File: src/rtl/bus_write_arbiter_if.sv
// Bundle of request, grant and register-load signals between the write
// requesters and the bus write arbiter.
//
// Handshake: req[i] is a level request. The requester holds it, with
// dest/data stable, until it sees gnt[i] high for exactly one cycle. It drops
// req[i] on the clock edge that ends that gnt cycle. If req[i] is still high
// once the arbiter is back in IDLE, that is a new request. dest/data are
// captured when the request wins, so the requester may change them after the
// grant.
interface bus_write_arbiter_if #(
   parameter int NREQ  = 4,
   parameter int NREG  = 16,
   parameter int WIDTH = 32
);
   logic [NREQ-1:0]       req;
   logic [NREQ*4-1:0]     dest;
   logic [NREQ*WIDTH-1:0] data;
   logic [NREQ-1:0]       gnt;
   logic [WIDTH-1:0]      bus_out;
   logic [NREG-1:0]       rin;
   logic                  busy;
   logic [7:0]            wr_count;
   logic                  dbg_state;   // 0 = IDLE, 1 = WRITE

   modport master (
      output req, dest, data,
      input  gnt, bus_out, rin, busy, wr_count, dbg_state
   );

   modport slave (
      input  req, dest, data,
      output gnt, bus_out, rin, busy, wr_count, dbg_state
   );
endinterface

File: src/rtl/bus_write_arbiter.sv
// Round-robin arbiter that lets one of NREQ requesters drive a shared write
// bus for one cycle and pulses the load enable of the addressed register.
// A write takes two cycles: an IDLE cycle that samples the requests and a
// WRITE cycle that drives the bus.
module bus_write_arbiter #(
   parameter int NREQ  = 4,
   parameter int NREG  = 16,
   parameter int WIDTH = 32
) (
   input  logic                 clk,
   input  logic                 clr,
   bus_write_arbiter_if.slave   bus
);

   localparam int PW = (NREQ > 1) ? $clog2(NREQ) : 1;

   typedef enum logic {
      S_IDLE  = 1'b0,
      S_WRITE = 1'b1
   } state_t;

   state_t           state_q;
   logic [PW-1:0]    ptr_q;
   logic [PW-1:0]    win_q;
   logic [NREQ-1:0]  gnt_q;
   logic [NREG-1:0]  rin_q;
   logic [WIDTH-1:0] bus_q;
   logic             busy_q;
   logic [7:0]       cnt_q;

   logic             any_req;
   logic [PW-1:0]    win_d;
   logic [NREQ-1:0]  gnt_d;
   logic [NREG-1:0]  rin_d;
   logic [3:0]       dest_d;
   logic [WIDTH-1:0] data_d;
   logic [PW-1:0]    ptr_d;
   logic [7:0]       cnt_d;

   // Round-robin search starting at ptr_q, wrapping past NREQ-1 back to 0.
   always_comb begin
      logic [PW-1:0] cand;
      int            idx;
      any_req = 1'b0;
      win_d   = '0;
      cand    = '0;
      idx     = 0;
      for (int k = 0; k < NREQ; k++) begin
         idx = int'(ptr_q) + k;
         if (idx >= NREQ) idx = idx - NREQ;
         cand = PW'(idx);
         if (!any_req && bus.req[cand]) begin
            any_req = 1'b1;
            win_d   = cand;
         end
      end
   end

   // Winner's dest/data mux and one-hot decodes; dest >= NREG decodes to no rin.
   always_comb begin
      dest_d = '0;
      data_d = '0;
      gnt_d  = '0;
      rin_d  = '0;
      for (int i = 0; i < NREQ; i++) begin
         if (int'(win_d) == i) begin
            dest_d   = bus.dest[i*4 +: 4];
            data_d   = bus.data[i*WIDTH +: WIDTH];
            gnt_d[i] = any_req;
         end
      end
      for (int r = 0; r < NREG; r++) begin
         rin_d[r] = (int'(dest_d) == r);
      end
   end

   // Pointer advance past the last winner and saturating write counter.
   always_comb begin
      ptr_d = (int'(win_q) == NREQ - 1) ? '0 : win_q + PW'(1);
      cnt_d = (cnt_q == 8'hFF) ? cnt_q : cnt_q + 8'd1;
   end

   // Arbiter FSM; bus_q and rin_q double as the captured data/destination,
   // so later changes on the requester side cannot reach the bus.
   always_ff @(posedge clk) begin
      if (clr) begin
         state_q <= S_IDLE;
         ptr_q   <= '0;
         win_q   <= '0;
         gnt_q   <= '0;
         rin_q   <= '0;
         bus_q   <= '0;
         busy_q  <= 1'b0;
         cnt_q   <= '0;
      end else begin
         case (state_q)
            S_IDLE: begin
               if (any_req) begin
                  win_q   <= win_d;
                  gnt_q   <= gnt_d;
                  rin_q   <= rin_d;
                  bus_q   <= data_d;
                  busy_q  <= 1'b1;
                  state_q <= S_WRITE;
               end
            end
            S_WRITE: begin
               gnt_q   <= '0;
               rin_q   <= '0;
               busy_q  <= 1'b0;
               ptr_q   <= ptr_d;
               cnt_q   <= cnt_d;
               state_q <= S_IDLE;
            end
            default: state_q <= S_IDLE;
         endcase
      end
   end

   assign bus.gnt       = gnt_q;
   assign bus.rin       = rin_q;
   assign bus.bus_out   = bus_q;
   assign bus.busy      = busy_q;
   assign bus.wr_count  = cnt_q;
   assign bus.dbg_state = state_q;

endmodule

File: src/flat_wrapper.sv
// flat-port wrapper written by rule: the top's interface ports become plain ports
module bus_write_arbiter_flat 
#(
   parameter int NREQ  = 4,
   parameter int NREG  = 16,
   parameter int WIDTH = 32
)
  (clk, clr, bus_req, bus_dest, bus_data, bus_gnt, bus_bus_out, bus_rin, bus_busy, bus_wr_count, bus_dbg_state);
  bus_write_arbiter_if #(.NREQ(NREQ), .NREG(NREG), .WIDTH(WIDTH)) bus_i ();
  input  logic clk;
  input  logic clr;
  input wire logic [$bits(bus_i.req)-1:0] bus_req;
  input wire logic [$bits(bus_i.dest)-1:0] bus_dest;
  input wire logic [$bits(bus_i.data)-1:0] bus_data;
  output wire logic [$bits(bus_i.gnt)-1:0] bus_gnt;
  output wire logic [$bits(bus_i.bus_out)-1:0] bus_bus_out;
  output wire logic [$bits(bus_i.rin)-1:0] bus_rin;
  output wire logic [$bits(bus_i.busy)-1:0] bus_busy;
  output wire logic [$bits(bus_i.wr_count)-1:0] bus_wr_count;
  output wire logic [$bits(bus_i.dbg_state)-1:0] bus_dbg_state;
  assign bus_i.req = bus_req;
  assign bus_i.dest = bus_dest;
  assign bus_i.data = bus_data;
  assign bus_gnt = bus_i.gnt;
  assign bus_bus_out = bus_i.bus_out;
  assign bus_rin = bus_i.rin;
  assign bus_busy = bus_i.busy;
  assign bus_wr_count = bus_i.wr_count;
  assign bus_dbg_state = bus_i.dbg_state;
  bus_write_arbiter #(.NREQ(NREQ), .NREG(NREG), .WIDTH(WIDTH)) u_core (.clk(clk), .clr(clr), .bus(bus_i));
endmodule
File: config.mk
export PLATFORM = sky130hd
export DESIGN_NAME = bus_write_arbiter_flat
export DESIGN_NICKNAME = d
export VERILOG_FILES = /design/src/rtl/bus_write_arbiter_if.sv /design/src/rtl/bus_write_arbiter.sv /design/src/flat_wrapper.sv
export SDC_FILE = /design/constraint.sdc
export NUM_CORES = 1
export LEC_CHECK = 0
export ABC_CLOCK_PERIOD_IN_PS = 7800
export CAP_MARGIN = 20
export CORE_UTILIZATION = 25
export CTS_BUF_LIST = sky130_fd_sc_hd__clkbuf_8
export DETAILED_ROUTE_END_ITERATION = 10
export GPL_TIMING_DRIVEN = 0
export HOLD_SLACK_MARGIN = 0.03
export SLEW_MARGIN = 25
export SYNTH_ARGS = -nofsm -noshare
export SYNTH_HDL_FRONTEND = slang
export SYNTH_SLANG_ARGS = --single-unit
File: constraint.sdc
create_clock -name clk -period 7.8 [get_ports clk]
set_clock_uncertainty 0.2 [all_clocks]
set_input_delay 2.34 -clock clk [delete_from_list [all_inputs] [get_ports clk]]
set_output_delay 2.34 -clock clk [all_outputs]
set_load 0.01 [all_outputs]
Word-level counts from Yosys, hierarchy flattened. Index checks and enable logic that the tools add are counted.

Bits of input ports: 150. Output and inout port bits: 62. Register bits: 66.

Eq/ne operators: 21. Reductions and logical operators: 10. Bitwise gates (word level): 2. $lt $le $gt $ge: 8. Mux-type cells: 41. Add/sub/neg operators: 9.

Operators by type and width (count): 32-bit two-way mux (4); 4-bit equality test (second input constant) (8); 16-bit case mux with 2 select lines (1); 4-bit two-way mux (5); 2-bit two-way mux (9); 4-bit by 3-bit equality test with 1-bit output (second input constant) (4); 16-bit two-way mux (1); 1-bit two-way mux (14); 2-bit by 3-bit less-than comparator with 1-bit output (second input constant) (4); 3-bit >= comparator (second input constant) (3); 8-bit by 1-bit adder with 8-bit output (second input constant) (1); 1-bit binary-select mux with 2-bit select (4); 4-bit by 2-bit equality test with 1-bit output (second input constant) (2); 8-bit equality test (second input constant) (1); 4-bit case mux with 2 select lines (1); 2-bit by 1-bit subtractor with 2-bit output (second input constant) (4); 2-bit by 2-bit adder with 3-bit output (second input constant) (2); 2-bit by 1-bit equality test with 1-bit output (second input constant) (2); 2-bit equality test (second input constant) (2); 4-bit by 1-bit equality test with 1-bit output (second input constant) (1); 4-bit logical NOT (1); 1-bit case mux with 2 select lines (2); 2-bit AND reduction (2); 2-bit by 1-bit adder with 3-bit output (second input constant) (1); 7 further kinds (12).

Logic depth before layout (Yosys ltp).
Depth after elaboration: 22. Gate-level depth with buffers: 9. Gate-level depth less buffers: 7.

Worst setup path after synthesis. No wires, ideal clock.

Kind: input -> register. From: in bus_req[0]. To: reg u_core.rin_q[13], in the netlist u_core.bus.rin[13]. Data arrival time: 3.887 ns. Stages on the path: 8. Setup slack: 3.612 ns. Data required time: 7.499 ns. Cells stage by stage: nor2b_4 o21ba_1 buf_6 buf_6 or4_4 a21oi_1 nor2_1 o41ai_1.

Cells in the longest elaborated chain, start to end: 20. Elaborated cells between the ends (all ways): 34. Those cells by class: 5 x eq/ne; 22 x mux; 7 x reduce/logical.

Ends and longest elaborated chain: start: declaration (RTL line flat_wrapper.sv:12) `input wire logic [$bits(bus_i.req)-1:0] bus_req;`; 1-bit binary-select mux with 2-bit select (RTL line bus_write_arbiter.sv:52) `if (!any_req && bus.req[cand]) begin`; 1-bit two-way mux (not written as such) (RTL line bus_write_arbiter.sv:52); 1-bit two-way mux (RTL line bus_write_arbiter.sv:52); 1-bit logical NOT (RTL line bus_write_arbiter.sv:52); 1-bit logical AND (RTL line bus_write_arbiter.sv:52); 1-bit two-way mux (RTL line bus_write_arbiter.sv:52); 1-bit logical NOT (RTL line bus_write_arbiter.sv:52); 1-bit logical AND (RTL line bus_write_arbiter.sv:52); 1-bit two-way mux (RTL line bus_write_arbiter.sv:52); 1-bit logical NOT (RTL line bus_write_arbiter.sv:52); 1-bit logical AND (RTL line bus_write_arbiter.sv:52); 2-bit two-way mux (RTL line bus_write_arbiter.sv:52); 2-bit logical NOT (RTL line bus_write_arbiter.sv:66) `if (int'(win_d) == i) begin`; 4-bit two-way mux (4 in a row) (RTL line bus_write_arbiter.sv:66); 4-bit by 3-bit equality test with 1-bit output (RTL line bus_write_arbiter.sv:73) `rin_d[r] = (int'(dest_d) == r);`; 16-bit two-way mux (RTL line bus_write_arbiter.sv:98) `if (any_req) begin`; 16-bit case mux with 2 select lines (RTL line bus_write_arbiter.sv:96) `case (state_q)`; end signal: assignment (RTL line bus_write_arbiter.sv:101) `rin_q <= rin_d;`; end: declaration (RTL line bus_write_arbiter.sv:26) `logic [NREG-1:0] rin_q;`.

Parallel ways exist; a longest one is shown, timed or not. The select of a mux whose other input is x is not followed. A chain may end at the register's enable or synchronous reset.

Final worst setup path.
From: in bus_req[3]. To: reg u_core.bus_q[2], in the netlist u_core.bus.bus_out[2].

Cells in the longest elaborated chain, start to end: 17. Elaborated cells between the ends (all ways): 31. Those cells by class: 3 x eq/ne; 20 x mux; 8 x reduce/logical.

Ends and longest elaborated chain: 1-bit binary-select mux with 2-bit select (RTL line bus_write_arbiter.sv:52); 1-bit two-way mux (not written as such) (RTL line bus_write_arbiter.sv:52); 1-bit two-way mux (RTL line bus_write_arbiter.sv:52); 1-bit logical NOT (RTL line bus_write_arbiter.sv:52); 1-bit logical AND (RTL line bus_write_arbiter.sv:52); 1-bit two-way mux (RTL line bus_write_arbiter.sv:52); 1-bit logical NOT (RTL line bus_write_arbiter.sv:52); 1-bit logical AND (RTL line bus_write_arbiter.sv:52); 1-bit two-way mux (RTL line bus_write_arbiter.sv:52); 1-bit logical NOT (RTL line bus_write_arbiter.sv:52); 1-bit logical AND (RTL line bus_write_arbiter.sv:52); 2-bit two-way mux (RTL line bus_write_arbiter.sv:52); 2-bit logical NOT (RTL line bus_write_arbiter.sv:66); 32-bit two-way mux (4 in a row) (RTL line bus_write_arbiter.sv:66); end signal: assignment (RTL line bus_write_arbiter.sv:102) `bus_q <= data_d;`; end: declaration (RTL line bus_write_arbiter.sv:27) `logic [WIDTH-1:0] bus_q;`.

Parallel ways exist; a longest one is shown, timed or not. The select of a mux whose other input is x is not followed.

==> run_summary.xml <==
<?xml version="1.0" encoding="UTF-8"?>
<metrics>
  <group name="cts">
    <metric name="cts_root_buffer" unit="">clkbuf_8</metric>
    <metric name="cts-hold-fix-buffers" unit="">0</metric>
    <metric name="worst_skew_pair_latency" unit="ns">0.35</metric>
    <metric name="cts_buffers" unit="">9</metric>
    <metric name="cts.clk_slew.worst_paths" unit="ns">0.07</metric>
    <metric name="clock_sinks" unit="">66</metric>
    <metric name="post_cts_resized" unit="">0</metric>
    <metric name="max_buffers_root_to_sink" unit="">2</metric>
    <metric name="htreeDepth" unit="">3</metric>
    <metric name="cts_setup_buffers" unit="">0</metric>
    <metric name="tritoncts" unit="">yes</metric>
  </group>
  <group name="global_route">
    <metric name="grt-ovfl-total" unit="">0</metric>
    <metric name="grt_pass1_wl" unit="um">23600</metric>
    <metric name="grt_antenna_before_repair" unit="">0</metric>
    <metric name="grt_usage" unit="%">19.3</metric>
    <metric name="grt_pass1_vias" unit="">4441</metric>
    <metric name="grt_start_max_net_pins" unit="">11</metric>
  </group>
  <group name="final_layout">
    <metric name="postLayoutCoreUtil" unit="%">43.2</metric>
    <metric name="fraction_of_final_layout_cells_sized_beyond_drive_strength_1" unit="%">6.05</metric>
    <metric name="area_occupied_by_multi_input_gates" unit="sq mm">0.00230</metric>
    <metric name="antenna-diode-count" unit="">0</metric>
    <metric name="register_area" unit="sq mm">0.00132</metric>
    <metric name="area_growth" unit="%">66.3</metric>
    <metric name="finish.cell_count_without_fillers" unit="">862</metric>
    <metric name="nNetsFinal" unit="">825</metric>
    <metric name="finish.instance_area" unit="sq mm">0.00638</metric>
    <metric name="layout_fillers" unit="">1513</metric>
  </group>
  <group name="timing">
    <metric name="timing.setup.tns" unit="ns">0</metric>
    <metric name="max_clock_freq" unit="MHz">202</metric>
    <metric name="final_min_period_over_clock_period" unit="%">63.5</metric>
    <metric name="rsz0062_at_grt" unit="">no</metric>
    <metric name="worstMarginPinSlew" unit="ns">0.886</metric>
    <metric name="hold_viol" unit="">0</metric>
    <metric name="maxSlewHeadroom" unit="%">40.4</metric>
    <metric name="finalCriticalPeriod" unit="ns">4.95</metric>
    <metric name="report.final.setup_viol" unit="">0</metric>
    <metric name="final_max_slew_viol_count" unit="">0</metric>
  </group>
  <group name="yosys">
    <metric name="synth_ff_type" unit="">dfxtp_1</metric>
    <metric name="synth_area_per_cell" unit="sq um">8.51</metric>
    <metric name="syn-num-nets" unit="">603</metric>
    <metric name="basic_gate_share_of_the_synthesized_area_counting_and_or_nand_and_nor_cells" unit="%">15.1</metric>
    <metric name="count_of_flip_flops_with_a_built_in_enable_after_synthesis" unit="">0</metric>
    <metric name="cell_types_occupying_the_most_area_after_synthesis" unit="">dfxtp_1 34%, mux2i_1 8.9%, o31a_1 8.2%</metric>
    <metric name="synthesis.instances" unit="">451</metric>
    <metric name="share_of_synthesized_area_occupied_by_flip_flops_and_latches" unit="%">34.4</metric>
    <metric name="synth.mux.area_fraction" unit="%">8.87</metric>
    <metric name="ys_seq_elements" unit="">66</metric>
    <metric name="yosysWarnings" unit="">0</metric>
    <metric name="synth.top_cells.by_count" unit="">66 x dfxtp_1, 58 x nand2_1, 42 x a21oi_1, 36 x a211oi_1, 36 x o31a_1</metric>
    <metric name="synth-adder-area-share" unit="%">0.652</metric>
    <metric name="synth_compound_gate_area_share" unit="%">33.6</metric>
    <metric name="netlist_area" unit="sq mm">0.00384</metric>
    <metric name="synth_top_area_cell" unit="">dfxtp_1</metric>
    <metric name="top_cell_type_s_share_of_synthesized_area" unit="%">34.4</metric>
    <metric name="post-synth-top-count-cell" unit="">dfxtp_1</metric>
    <metric name="yosys.area_share.xor_xnor" unit="%">1.60</metric>
    <metric name="async_flop_share" unit="%">0</metric>
    <metric name="synth.distinct_cells" unit="">44</metric>
    <metric name="dominant_combinational_cell_family_by_area_after_synthesis" unit="">compound AO/OA/AOI/OAI gates</metric>
  </group>
  <group name="power">
    <metric name="power.leakage" unit="nW">2.33</metric>
    <metric name="total_power" unit="mW">1.04</metric>
    <metric name="power_per_cell_area" unit="mW/mm^2">163</metric>
    <metric name="max_rail_drop_vdd" unit="mV">0.0623</metric>
  </group>
  <group name="detailed_routing">
    <metric name="detailedRoute.firstPassIterationCount" unit="">4</metric>
    <metric name="route.detailed.drc" unit="">0</metric>
    <metric name="detailed_route_vias_per_instance" unit="">5.15</metric>
    <metric name="dr_wl_met2" unit="um">7390</metric>
    <metric name="vias" unit="">4438</metric>
    <metric name="routedWlPerCell" unit="um">17.8</metric>
    <metric name="highest-signal-layer" unit="">met4</metric>
    <metric name="wl_met1" unit="um">6430</metric>
    <metric name="drtIter0Drc" unit="">184</metric>
    <metric name="wl" unit="um">15400</metric>
    <metric name="wl_met3" unit="um">1180</metric>
    <metric name="ant_nets" unit="">0</metric>
  </group>
  <group name="placement">
    <metric name="numPlacedInstances" unit="">846</metric>
    <metric name="rd_place_congestion" unit="">0.869</metric>
    <metric name="io_buffers" unit="">211</metric>
    <metric name="placement.cell_area" unit="sq mm">0.00618</metric>
    <metric name="dp.final_hpwl" unit="um">12100</metric>
  </group>
  <group name="outcome">
    <metric name="outcome" unit="">completed</metric>
  </group>
  <group name="die">
    <metric name="die_span_y" unit="um">126</metric>
    <metric name="initial_core_util" unit="%">26.0</metric>
    <metric name="core-area" unit="sq mm">0.0148</metric>
    <metric name="io-pin-count" unit="">212</metric>
    <metric name="die_width" unit="um">126</metric>
    <metric name="die_area" unit="sq mm">0.0158</metric>
    <metric name="site_row_count" unit="">44</metric>
  </group>
  <group name="setup_path">
    <metric name="setup_crit_path_kind" unit="">in -&gt; reg</metric>
    <metric name="crit_path_max_fanout" unit="">10</metric>
    <metric name="critical_path_required" unit="ns">7.82</metric>
    <metric name="endpoint_kind" unit="">register</metric>
    <metric name="data_arrival_at_the_endpoint_of_the_critical_path" unit="ns">4.97</metric>
    <metric name="timing.critical_path.from_type" unit="">input port</metric>
  </group>
  <group name="flow_run">
    <metric name="timing.max_cap.violations" unit="">0</metric>
  </group>
  <group name="worst_hold_path">
    <metric name="min-delay-path-class" unit="">reg -&gt; reg</metric>
  </group>
</metrics>
## critical path, cell delays in order
cell,delay [ns]
clkdlybuf4s50_1,0.59
nor2_1,0.11
nor4_1,0.67
nor2_1,0.29
buf_2,0.27
buf_1,0.26
a211oi_1,0.25
a211o_1,0.14
a21oi_1,0.05
## layout by cell type (no fill, tap or decap), types with 8 or more instances in the layout
cell	netlist	final
nand2_1	58	58
a211oi_1	36	36
clkdlybuf4s50_1	0	211
clkbuf_1	23	23
o31ai_1	10	10
nand3_1	8	8
dfxtp_1	66	66
nor2_1	25	25
clkbuf_8	0	14
mux2i_1	34	34
a211o_1	32	32
o21ai_0	9	9
o31a_1	36	36
buf_2	14	14
a21oi_1	42	42
## through the flow
step	setup WS, ns	hold slack (ns)
5_1_grt	2.63	0.269
6_report	2.85	0.253
3_3_place_gp	2.56	0.240
3_5_place_dp	2.53	0.241
4_1_cts	2.92	0.256
2_1_floorplan	3.61	0.240
## sequential cells by signal, indices dropped and copies added, names as in the netlist
signal,flops
u_core.bus.bus_out,32
u_core.bus.rin,16
u_core.bus.wr_count,8
u_core.bus.gnt,4
u_core.ptr_q,2
u_core.win_q,2
u_core.bus.busy,1
u_core.bus.dbg_state,1
## area by class of cell
type | count | area share [%]
multi-input cells | 339 | 36.0
flip-flops and latches | 66 | 20.7
clock inverters | 2 | 0.137
inverters | 1 | 0.0588
repair buffers | 211 | 33.1
clock buffers | 14 | 3.02
plain buffers | 45 | 3.39
well taps | 184 | 3.61
## logic make-up (layout without fill, tap and decap cells)
family / after synthesis / after routing
adders and majority gates: 2 / 2
and+or+nand+nor: 119 / 119
muxes: 34 / 34
DFF: 66 / 66
xor gates and xnor gates: 7 / 7
buffers and inverters: 46 / 273
AOI/OAI and AO/OA: 177 / 177
## report_power, final
| group | switching, mW | leakage, nW | internal (mW) |
|---|---|---|---|
| combinational | 0.169 | 1.68 | 0.195 |
| clock | 0.134 | 0.110 | 0.157 |
| sequential | 0.0166 | 0.541 | 0.365 |
| total | 0.320 | 2.33 | 0.717 |
## final timing paths
kind / start / endpoint / slack, ns / depth (start not counted)
hold reg to reg: u_core.bus.rin[4] / u_core.bus.rin[4] / 0.25 / 2
setup / recovery: bus_req[3] / u_core.bus.bus_out[2] / 2.85 / 9
setup reg to reg: u_core.ptr_q[0] / u_core.bus.bus_out[2] / 5.10 / 8
hold / removal: u_core.bus.rin[4] / u_core.bus.rin[4] / 0.25 / 2
## routing by layer
metal	up-vias	global-route usage, %
li1	2151	-
met1	2053	22.4
met2	209	33.5
met3	25	5.18
met4	0	8.15
met5	-	0
No activity file was read; power rests on OpenSTA's default activity.
